<file path="config.mk">
export PLATFORM = sky130hd
export DESIGN_NAME = lsu
export DESIGN_NICKNAME = d
export VERILOG_FILES = /design/src/rtl/lsu.sv
export SDC_FILE = /design/constraint.sdc
export NUM_CORES = 1
export LEC_CHECK = 0
export BUFFER_PORTS_ARGS = -buffer_cell sky130_fd_sc_hd__buf_2
export CAP_MARGIN = 20
export CORE_MARGIN = 10
export CORE_UTILIZATION = 52
export CTS_CLUSTER_DIAMETER = 80
export DETAILED_ROUTE_END_ITERATION = 6
export HOLD_SLACK_MARGIN = 0.02
export PLACE_DENSITY = 0.95
export SYNTH_ARGS = -nofsm -noshare
export SYNTH_HDL_FRONTEND = slang
export SYNTH_SLANG_ARGS = --single-unit
export TNS_END_PERCENT = 5
</file>
<file path="constraint.sdc">
create_clock -name i_clk -period 5.35 [get_ports i_clk]
set_input_delay 0.2675 -clock i_clk [delete_from_list [all_inputs] [get_ports i_clk]]
set_output_delay 0.2675 -clock i_clk [all_outputs]
set_load 0.01 [all_outputs]
</file>
<file path="src/rtl/lsu.sv">
// Load/store unit: single-outstanding data memory access with load alignment/extension.
// Latency 1 cycle for ALU pass-through, 2+wait cycles for memory ops; o_stall holds upstream while busy.
module lsu #(
  parameter int ADDR_W = 11
) (
  input  logic              i_clk,
  input  logic              i_rst,
  input  logic              i_valid,
  input  logic              i_mem_read,
  input  logic              i_mem_write,
  input  logic              i_reg_write,
  input  logic [4:0]        i_rd,
  input  logic [2:0]        i_funct3,
  input  logic [31:0]       i_alu_result,
  input  logic [31:0]       i_store_data,
  output logic              o_stall,
  output logic              o_mem_req,
  output logic              o_mem_we,
  output logic [ADDR_W-1:0] o_mem_addr,
  output logic [3:0]        o_mem_be,
  output logic [31:0]       o_mem_wdata,
  input  logic              i_mem_ready,
  input  logic [31:0]       i_mem_rdata,
  output logic              o_wb_valid,
  output logic              o_wb_reg_write,
  output logic [4:0]        o_wb_rd,
  output logic [31:0]       o_wb_data,
  output logic              o_misaligned
);

  typedef enum logic {IDLE, ACCESS} state_t;

  state_t     state;
  logic [2:0] f3_q;
  logic [1:0] alo_q;
  logic [4:0] rd_q;

  logic        is_mem, is_b, is_h, misaligned;
  logic [3:0]  be_n;
  logic [31:0] wdata_n, rsh, ld_data;
  logic [15:0] half;

  // funct3[1:0]: 00 byte, 01 half, anything else is handled as a word access
  always_comb begin
    is_mem     = i_mem_read | i_mem_write;
    is_b       = (i_funct3[1:0] == 2'b00);
    is_h       = (i_funct3[1:0] == 2'b01);
    misaligned = is_h ? i_alu_result[0] : (!is_b && (i_alu_result[1:0] != 2'b00));
    be_n       = 4'b1111;
    wdata_n    = i_store_data;
    if (is_b) begin
      be_n    = 4'b0001 << i_alu_result[1:0];
      wdata_n = {4{i_store_data[7:0]}};
    end else if (is_h) begin
      be_n    = i_alu_result[1] ? 4'b1100 : 4'b0011;
      wdata_n = {2{i_store_data[15:0]}};
    end
  end

  always_comb begin
    rsh     = i_mem_rdata >> {alo_q, 3'b000};
    half    = alo_q[1] ? i_mem_rdata[31:16] : i_mem_rdata[15:0];
    ld_data = i_mem_rdata;
    case (f3_q)
      3'b000:  ld_data = {{24{rsh[7]}}, rsh[7:0]};
      3'b100:  ld_data = {24'h0, rsh[7:0]};
      3'b001:  ld_data = {{16{half[15]}}, half};
      3'b101:  ld_data = {16'h0, half};
      default: ld_data = i_mem_rdata;
    endcase
  end

  assign o_stall = (state == IDLE)   ? (i_valid && is_mem && !misaligned)
                                     : !i_mem_ready;

  always_ff @(posedge i_clk or posedge i_rst) begin
    if (i_rst) begin
      state          <= IDLE;
      f3_q           <= '0;
      alo_q          <= '0;
      rd_q           <= '0;
      o_mem_req      <= 1'b0;
      o_mem_we       <= 1'b0;
      o_mem_addr     <= '0;
      o_mem_be       <= '0;
      o_mem_wdata    <= '0;
      o_wb_valid     <= 1'b0;
      o_wb_reg_write <= 1'b0;
      o_wb_rd        <= '0;
      o_wb_data      <= '0;
      o_misaligned   <= 1'b0;
    end else begin
      o_wb_valid     <= 1'b0;
      o_wb_reg_write <= 1'b0;
      o_misaligned   <= 1'b0;
      case (state)
        IDLE: begin
          if (i_valid) begin
            if (!is_mem) begin
              o_wb_valid     <= 1'b1;
              o_wb_reg_write <= i_reg_write;
              o_wb_rd        <= i_rd;
              o_wb_data      <= i_alu_result;
            end else if (misaligned) begin
              o_misaligned <= 1'b1;
            end else begin
              state       <= ACCESS;
              o_mem_req   <= 1'b1;
              o_mem_we    <= i_mem_write;
              o_mem_addr  <= i_alu_result[ADDR_W+1:2];
              o_mem_be    <= be_n;
              o_mem_wdata <= wdata_n;
              alo_q       <= i_alu_result[1:0];
              f3_q        <= i_funct3;
              rd_q        <= i_rd;
            end
          end
        end
        ACCESS: begin
          if (i_mem_ready) begin
            state          <= IDLE;
            o_mem_req      <= 1'b0;
            o_wb_valid     <= 1'b1;
            o_wb_reg_write <= !o_mem_we;
            o_wb_rd        <= rd_q;
            if (!o_mem_we) o_wb_data <= ld_data;
          end
        end
        default: state <= IDLE;
      endcase
    end
  end

endmodule

</file>
# Word-level counts from Yosys, hierarchy flattened
# Cells that the tools add are included.
[classes]
n_mux = 40
n_bitwise = 3
reduce_logical = 14
eq_ne = 10
shifts = 2
[op_table]
columns = ["op", "count"]
rows = [
  ["$mux W32", 6],
  ["$pmux W32 S4", 1],
  ["$pmux W32 S2", 1],
  ["$shr A32 B5 Y8", 1],
  ["$mux W1", 20],
  ["$mux W16", 1],
  ["$mux W5", 3],
  ["$mux W4", 3],
  ["$ne A2 B2 Y1 const B", 6],
  ["$reduce_and A4 Y1", 3],
  ["$pmux W5 S2", 1],
  ["$pmux W1 S2", 4],
  ["$eq A3 B3 Y1 const B", 2],
  ["$logic_not A1 Y1", 4],
  ["$shl A1 B2 Y4 const A", 1],
  ["$eq A3 B1 Y1 const B", 1],
  ["$logic_and A1 B1 Y1", 3],
  ["$logic_not A3 Y1", 1],
  ["$reduce_and A3 Y1", 1],
  ["$eq A2 B1 Y1 const B", 1],
  ["$logic_not A2 Y1", 1],
  ["$not A1 Y1", 2],
  ["$reduce_bool A2 Y1", 1],
  ["$or A1 B1 Y1", 1],
]
[word_totals]
word_cells = 83
regBits = 100
out_inout_bits = 90

# Logic depth before layout (Yosys ltp)
# Gate-level depths: netlist of run 1.
[logic_depth]
depth_word = 8
depth_mapped = 7

# Least setup slack after synthesis of run 1
# No wires, ideal clock.
[synth_path]
path_type = "input to output"
startpoint = "input port i_funct3[1]"
endpoint = "output port o_stall"
slack_ns = 3.742
arrival_ns = 1.341
path_buffers = 2
t_required_ns = 5.083
stages = 5
cell_sequence = "clkbuf_1 nor2_4 o221ai_2 clkbuf_1 o21ai_0"
[synth_via]
elab_chain_len = 7
elab_cells_between_ends = 8
cone_classes = "eq/ne: 1; mux: 2; reduce/logical: 5"
[synth_lines]
columns = ["item", "line", "rtl"]
rows = [
  ["from (decl)", "13", "input logic [2:0] i_funct3,"],
  ["$logic_not A2 Y1", "46", "is_b = (i_funct3[1:0] == 2'b00);"],
  ["$logic_not A1 Y1", "48", "misaligned = is_h ? i_alu_result[0] : (!is_b && (i_alu_result[1:0] != 2'b00));"],
  ["$logic_and A1 B1 Y1", "48", ""],
  ["$mux W1 *", "48", ""],
  ["$logic_not A1 Y1 *", "73", "assign o_stall = (state == IDLE) ? (i_valid && is_mem && !misaligned)"],
  ["$logic_and A1 B1 Y1 *", "73", ""],
  ["$mux W1 *", "73", ""],
  ["to (decl)", "16", "output logic o_stall,"],
]
# Mark *: on every way between the ends. The rest lies on a longest branch, timed or not.

# Final worst setup path of run 1
[layout_path]
startpoint = "input port i_funct3[1]"
endpoint = "register o_mem_wdata[0]"
[layout_via]
elab_chain_len = 6
elab_cells_between_ends = 8
cone_classes = "eq/ne: 1; mux: 2; bitwise: 1; reduce/logical: 4"
[layout_lines]
columns = ["item", "line", "rtl"]
rows = [
  ["$logic_not A2 Y1", "46", ""],
  ["$logic_not A1 Y1", "48", ""],
  ["$logic_and A1 B1 Y1", "48", ""],
  ["$mux W1", "48", ""],
  ["$not A1 Y1 (no source line)", "-", ""],
  ["$reduce_and A4 Y1 (no source line)", "-", ""],
  ["to (signal assigned)", "112", "o_mem_wdata <= wdata_n;"],
  ["to (decl)", "21", "output logic [31:0] o_mem_wdata,"],
]
# Several ways; a longest one is shown, not always the timed one.
# A chain may end at the register's enable or synchronous reset.

==> results of run 1 <==
-- per-stage QoR --
stage          hold slack [ns]  cells  util [%]  instance area, um2  setup WS (ns)
3_3_place_gp             0.258    792      64.7                5980           2.54
5_1_grt                  0.101    808      67.1                6200           2.52
6_report                 0.112    808      67.1                6200           2.76
3_5_place_dp             0.275    792      64.7                5980           2.40
2_1_floorplan            0.364    497         -                4950           2.46
4_1_cts                  0.101    808      67.1                6200           2.78
-- worst max-delay path: stages --
cell and delay, ns:
buf_2 0.52, a21oi_1 0.24, o221ai_4 0.76, buf_4 0.61
mux2_2 0.41
-- routing by layer --
layer  vias up  routed length (um)
met5         -                   0
met3        28                1490
met1      2162                6460
li1       2126                   -
met2       193                7630
met4         0                 235
-- layout make-up --
class	instances	share of cell area, %
clock buffers	9	2.00
clock inverters	6	1.43
inverters	8	0.525
multi-input cells	350	36.2
flip-flops and latches	100	40.3
well taps	129	2.60
repair buffers	206	16.9
-- cell families after synthesis --
group | after synthesis
buf+inv | 47
flops | 100
compound gates | 118
simple gates | 160
mux | 72
-- registers in the layout, summed over array words and instances (netlist names) --
register	flops
alo_q	2
f3_q	3
o_mem_addr	11
o_mem_be	4
o_mem_req	1
o_mem_wdata	32
o_mem_we	1
o_misaligned	1
o_wb_data	32
o_wb_rd	5
o_wb_reg_write	1
o_wb_valid	1
rd_q	5
state	1
-- how the worst min path moves through the flow --
| stage | to | slack, ns | cells past startpoint |
|---|---|---|---|
| 5_1_grt | o_wb_reg_write | 0.10 | 2 |
| 3_3_place_gp | o_wb_data[10] | 0.26 | 2 |
| 6_report | o_wb_reg_write | 0.11 | 2 |
| 2_1_floorplan | state | 0.36 | 1 |
| 4_1_cts | o_wb_reg_write | 0.10 | 2 |
| 3_5_place_dp | o_wb_data[10] | 0.27 | 2 |
-- report_power, final --
group / internal [mW] / switching [mW] / total, mW
Combinational: 0.391 / 0.512 / 0.903
Sequential: 0.991 / 0.172 / 1.16
Clock: 0.262 / 0.268 / 0.530
Total: 1.64 / 0.952 / 2.60
-- layout by cell type, fill, tap and decap left out, types with 2 or more instances in the layout --
cell type / instances
a211oi_1: 16
clkinvlp_4: 2
and3b_1: 2
o211ai_1: 2
clkbuf_8: 9
or3b_1: 2
nor2_1: 42
o221ai_1: 7
mux2i_1: 43
nor2b_1: 3
o311ai_0: 6
a221oi_1: 2
nor3_1: 18
mux2_2: 29
nand3_1: 12
a31oi_1: 2
buf_4: 5
bufinv_16: 2
a21oi_1: 18
o22ai_1: 7
nor3b_1: 2
inv_1: 7
dfrtp_1: 100
nand2_1: 72
o21ai_0: 45
buf_2: 200
-- what timing repair did --
item | in CTS | in global routing
hold endpoints to repair | 26 | 0
hold buffers | 1 | 0
setup buffers | 0 | 0
setup endpoints to repair | 0 | 0
==> results list, run 1 <==
- Transition time at the pin with the least slew margin: between 1 and 1.5 ns
* Area growth from synthesis to final layout: 25.3%
* Library cells used by synthesis: 46
- Proportion of synthesized chip area in sequential cells: about half
* Std cell rows: 35
- Unrepaired setup endpoints after global routing: no
* Vias in the first global route: around 4,700
- Clock tree synthesis found a total of 100 sinks.
* Detailed Place HPWL: about 12 mm
- In this run, synthesis produced a sequential element count of 100.
* Simple-gate share of the synthesized area: around 14%
* Count of H-tree levels built during CTS: 3
- Timing would allow up to a little under 400 MHz.
* Cells resized by post-CTS repair: 0
* Mapped Cells: 497
- Summing every instance area after synthesis gives around 5000 um2.
* Detailed-router iteration count before antenna repair: 6
- Global routing usage on met3: a little under a tenth
* Maximum number of pins on one net before global-route repair: between 70 and 80
* Mux cell area share after synthesis: between 15 and 20%
* Post-detailed-route via-to-cell ratio: roughly 5.6
- Number of antenna violations at the first check in global routing: 0
- After global routing the overflow that remains totals 0.
- First DRT Iteration DRCs: roughly 410
- STA classifies the critical path startpoint as an input port.
* Nets in the synthesized netlist: 608
- The longest clock path from root to sink contains 2 buffers.
* Most frequent cells after synthesis: dfrtp_1, nand2_1, o21ai_0, mux2i_1, nor2_1
* Die W: ~120 um
- The count of nets left with antenna violations once routing finished came out at 0.
* Met1 track demand over resource: roughly a quarter
- Endpoint of the worst setup timing path: o_mem_wdata[0]
* Startpoint of the most critical hold path: i_reg_write
* Max rail drop VDD: approximately 0.23 mV
- In the finished design, the share of the clock period the worst path needs comes to slightly below 50%.
- Met2 Usage GRT: between 30% and 40%
- The largest total area in the synthesized netlist belongs to dfrtp_1.
* Crit Reg-Reg Startpoint: f3_q[1]
- The hold violation count in the final report is 0.
- Placer's final routability congestion estimate: about 0.9
* Busiest grt layer: met2
* Core outline area: roughly 9200 um2
- Final #Nets: 786
- Clock tree synthesis selected as its root buffer the cell clkbuf_8.
- CTS tree: built
* Setup violation total in the final timing report: 0
* Routed wire per std cell: ~20 um
- Detailed Route WL: between 15 and 20 mm
- The tool flagged a number of max-cap violations equal to 0.
- In this run the power density over the cells is ~420 nW/um2.
- The die covers 13,800 um2.
- Share of cells above drive strength 1: between 30 and 40%
- The max-slew violation total from the final report was 0.
- In the post-synthesis netlist, the cell with the most instances is dfrtp_1.
- Xor-xnor portion of the synthesized cell area: 0%
* Total of warnings raised by yosys: 0
- Worst hold path class: input port to flop
- Data arrives at the worst endpoint at 2.83 ns.
* Setup Skew: approximately 0.011 ns
- Outcome: completed
* Worst setup startpoint: i_funct3[1]
- STA puts the critical path data required time at between 5 and 6 ns.
- Die Ht: between 100 and 150 um
* Main combinational cell family by area after synthesis: compound AO/OA/AOI/OAI gates
* Clk_lat worst skew: about 0.37 ns
* Average cell area after synthesis: 9.96 um2
- Share of flip-flops with an asynchronous set or reset after synthesis: between 90% and 100%
- The repair_antennas step left the layout with diodes totalling 0.
- Counting flops with a built-in enable in the synthesized netlist gives 0.
- Top post-synthesis cells by area: dfrtp_1, mux2i_1, mux2_2
* Area taken by flip-flops and latches: 2500 um2
- The synthesized netlist devotes 0% of its cell area to adder and majority cells.
- In this run, CTS created clock tree buffers numbering 9.
- Clock edge transition at the registers on the reported setup and hold paths: approximately 0.090 ns
- Total negative slack: 0 ns
- Worst reg2reg setup slack: around 2.8 ns
- In the global route stage, overall resource usage came out at between 20% and 30%.
- Count of filler cells inserted in the layout: approximately 740
- The smallest clock period supported by the final layout is computed as 2.59 ns.
- Number of cells traversed by the worst register-to-register path: 3
* Post-synthesis compound-gate area fraction: around 15%
* Critical path capture point type: flop
- After layout, the design draws a total of approximately 2.6 mW.
- Capture point of the worst reg-to-reg path: o_wb_data[18]
- In the synthesized netlist the dominant register cell turns out to be dfrtp_1.
- Critical path fanouts, max: 54
* Area used by multi-input combinational logic: about 2200 um2
- Vias: 4,509
- First-pass GRT wire length: around 26 mm
- For this design the static power due to leakage is between 3 and 4 nW.
- Port buffering added 200 buffers.
* Effective utilization at floorplan: between 50% and 60%
- Worst slew slack as a fraction of its limit: a little under a third
* Post-synth top area share: between 50% and 60%
- Classification of the worst setup path: input port to flop
- For this run, design rule violations remaining after detail routing come to 0.
* Boundary pin count: between 200 and 250
No activity file was read; power rests on OpenSTA's default activity.
==> run 2, diff against run 1 <==
CORE_UTILIZATION = 44   (was 52)
PLACE_DENSITY = 0.88   (was 0.95)
clock period = 2.24 ns   (was 5.35 ns; I/O delays follow)
==> results list, run 2 (same netlist as run 1, synthesis figures left out) <==
* Max-capacitance violation count: 0 (unchanged)
* CTS Sinks: 100 (unchanged)
- Cells resized by post-CTS repair: 0 (unchanged)
- Number of buffers inserted by port buffering: 200 (unchanged)
* Classification of the worst setup path: flop to primary output
- The largest net degree at the start of global routing came to 65 (-13%).
- Highest attainable clock frequency: between 500 and 600 MHz
- Vias: 4,661 (+3.4%)
* Arr. time, crit path: 1.85 ns (-0.98 ns)
- The height of the die came to 126 um (+7.2%).
- Number of buffers created by CTS: 9 (unchanged)
- Hold Violations, Final: 0 (unchanged)
- Buffer levels on the longest clock path: 2 (unchanged)
* Area growth from synthesis to final layout: 32.4%
* Biggest registers after layout: o_mem_wdata: 32 flops, o_wb_data: 32 flops, o_mem_addr: 11 flops
* Detailed Place HPWL: 12.5 mm (+2.5%)
- The initial antenna violation count came to 2 (+2).
* CP Data Required Time: 2.13 ns (-3.47 ns)
* Post-CTS setup-driven buffer insertion count: 0 (unchanged)
- Total die area: 15,900 um2 (+15%)
- The worst setup path is launched from a flop.
- The final wirelength is 16.3 mm (+3.0%).
* Std cell rows: 38 (+8.6%)
- The largest fanout on the critical path came to 29 (-46%).
- The average wire length per cell after detail routing is 19.2 um (-1.7%).
- Gr ovfl total: 0 (unchanged)
* Final Cell Area: 6550 um2 (+5.6%)
* Setup violation total in the final timing report: 0 (unchanged)
- The relative max-transition margin came to 50.7% (+19 points).
- STA classifies the critical path endpoint as a primary output.
- CTS tree: built
- Share of cells above drive strength 1: 38.3% (+0.30 points)
- The transition time at the pin with the least slew margin came to 0.740 ns (-0.292 ns).
- Die W: 126 um (+7.2%)
- For the finished layout, the period the worst path requires is between 1.5 and 2 ns.
- Setup repair after global routing left no endpoint under its margin.
- Number of nets still failing antenna checks after routing: 0 (unchanged)
- The overall global routing resource usage was 19.9% (-2.5 points).
* Fin crit share: about 87%
* Instance area after placement: 6100 um2 (+2.1%)
- Count of H-tree levels built during CTS: 3 (unchanged)
- The I/O pin total came to 201 (unchanged).
- Total negative slack: 0 ns (unchanged)
- First DRT Iteration DRCs: 305 (-26%)
- Core outline area: 10,900 um2 (+18%)
- The clock transition at the registers of the reported paths is 0.08 ns (about the same).
* Outcome: completed
- The via count normalized by instance count is 5.50 (-1.4%).
* Clk_lat worst skew: 0.34 ns (-0.03 ns)
- Detailed-router iteration count before antenna repair: 5 (-1)
- Max rail drop VDD: 0.484 mV (+110%)
- The min-delay analysis places its worst path in the category input port to flop.
- Final #Nets: 811 (+3.2%)
* Max Slew Vio Count: 0 (unchanged)
* # DRC: 0 (unchanged)
- Most common library cell in the layout ignoring fill and taps: buf_2
- Effective utilization at floorplan: 45.3% (-8.3 points)
- Placer's final routability congestion estimate: 0.893 (+0.43%)
- CTS placed an instance of clkbuf_16 at the clock tree root.
- Vias in the first global route: 4,937 (+4.6%)
- Leakage power summed over all cells: 3.20 nW (+5.3%)
- First-pass GRT wire length: 26.1 mm (+2.1%)
- The power per unit of standard cell area was 994 nW/um2 (+140%).
- The largest clock skew in the final design came to 0.0105 ns (-0.000657 ns).
* Commonest non-fill, non-tap cells in the layout: buf_2, dfrtp_1, nand2_1
-- run 2: changes by cell type in the layout (fill, tap and decap cells not counted) --
cell and change:
inv_6 +1, buf_4 +9, clkinv_4 +2, buf_12 +2, dlygate4sd3_1 +14, bufinv_16 -2
clkinvlp_4 -1, clkinv_8 +1, clkbuf_16 +9, clkbuf_8 -8, inv_4 -1, diode_2 +2
-- run 2: where the power goes --
part           internal [mW]  leakage (nW)  switching, mW
clock network          0.805         0.146          0.739
logic                  0.976          1.85           1.30
registers               2.37          1.20          0.322
total                   4.15          3.20           2.36
-- run 2: stage by stage --
step / worst slack (ns) / hold WS (ns) / utilization, % / instances / power (mW)
6_report: 0.282 / 0.0346 / 59.9 / 847 / 6.51
5_1_grt: 0.144 / 0.0333 / 59.9 / 847 / 6.92
4_1_cts: 0.294 / 0.0221 / 59.9 / 845 / 6.55
3_5_place_dp: 0.379 / 0.245 / 55.8 / 814 / 4.99
3_3_place_gp: 0.428 / 0.229 / 55.8 / 814 / 4.91
2_1_floorplan: 0.636 / 0.208 / - / 497 / 3.98
-- run 2: repair_timing --
action | CTS | global route
setup endpoints to repair | 0 | 0
hold endpoints to repair | 41 | 0
hold buffers | 15 | 0
-- run 2: final timing paths --
path / cells past startpoint / slack [ns] / endpoint / startpoint
max: 4 / 0.28 / o_stall / state
min: 3 / 0.03 / o_wb_data[30] / i_mem_rdata[30]
max reg2reg: 4 / 0.35 / o_wb_data[10] / f3_q[0]
min reg2reg: 2 / 0.48 / o_mem_be[1] / o_mem_be[1]
max in group asynchronous: 4 / 1.13 / o_mem_wdata[29] / i_rst
min in group asynchronous: 3 / 0.41 / o_wb_rd[0] / i_rst
-- run 2: final cells by class --
| type | instances | area [um2] |
|---|---|---|
| multi-input combinational | 350 | 2240 |
| timing repair buffer | 231 | 1300 |
| antenna | 2 | 5.00 |
| fill | 918 | 4380 |
| tap | 140 | 175 |
| clock buffer | 10 | 239 |
| sequential | 100 | 2500 |
| clock inverter | 6 | 56.3 |
| inverter | 8 | 33.8 |
-- run 2: routing by layer --
metal  routed length, um  GRT usage [%]  vias up
met1                6500           23.4     2199
met3                1900           9.02       35
met5                   0              0        -
li1                    -              -     2172
met4                 398           8.10        0
met2                7490           31.1      255
-- run 2: worst max-delay path, cell delays in order, from the launching register on --
cell and delay (ns):
dfrtp_1 0.47, buf_4 0.35, inv_1 0.31, o21ai_0 0.22, buf_2 0.16
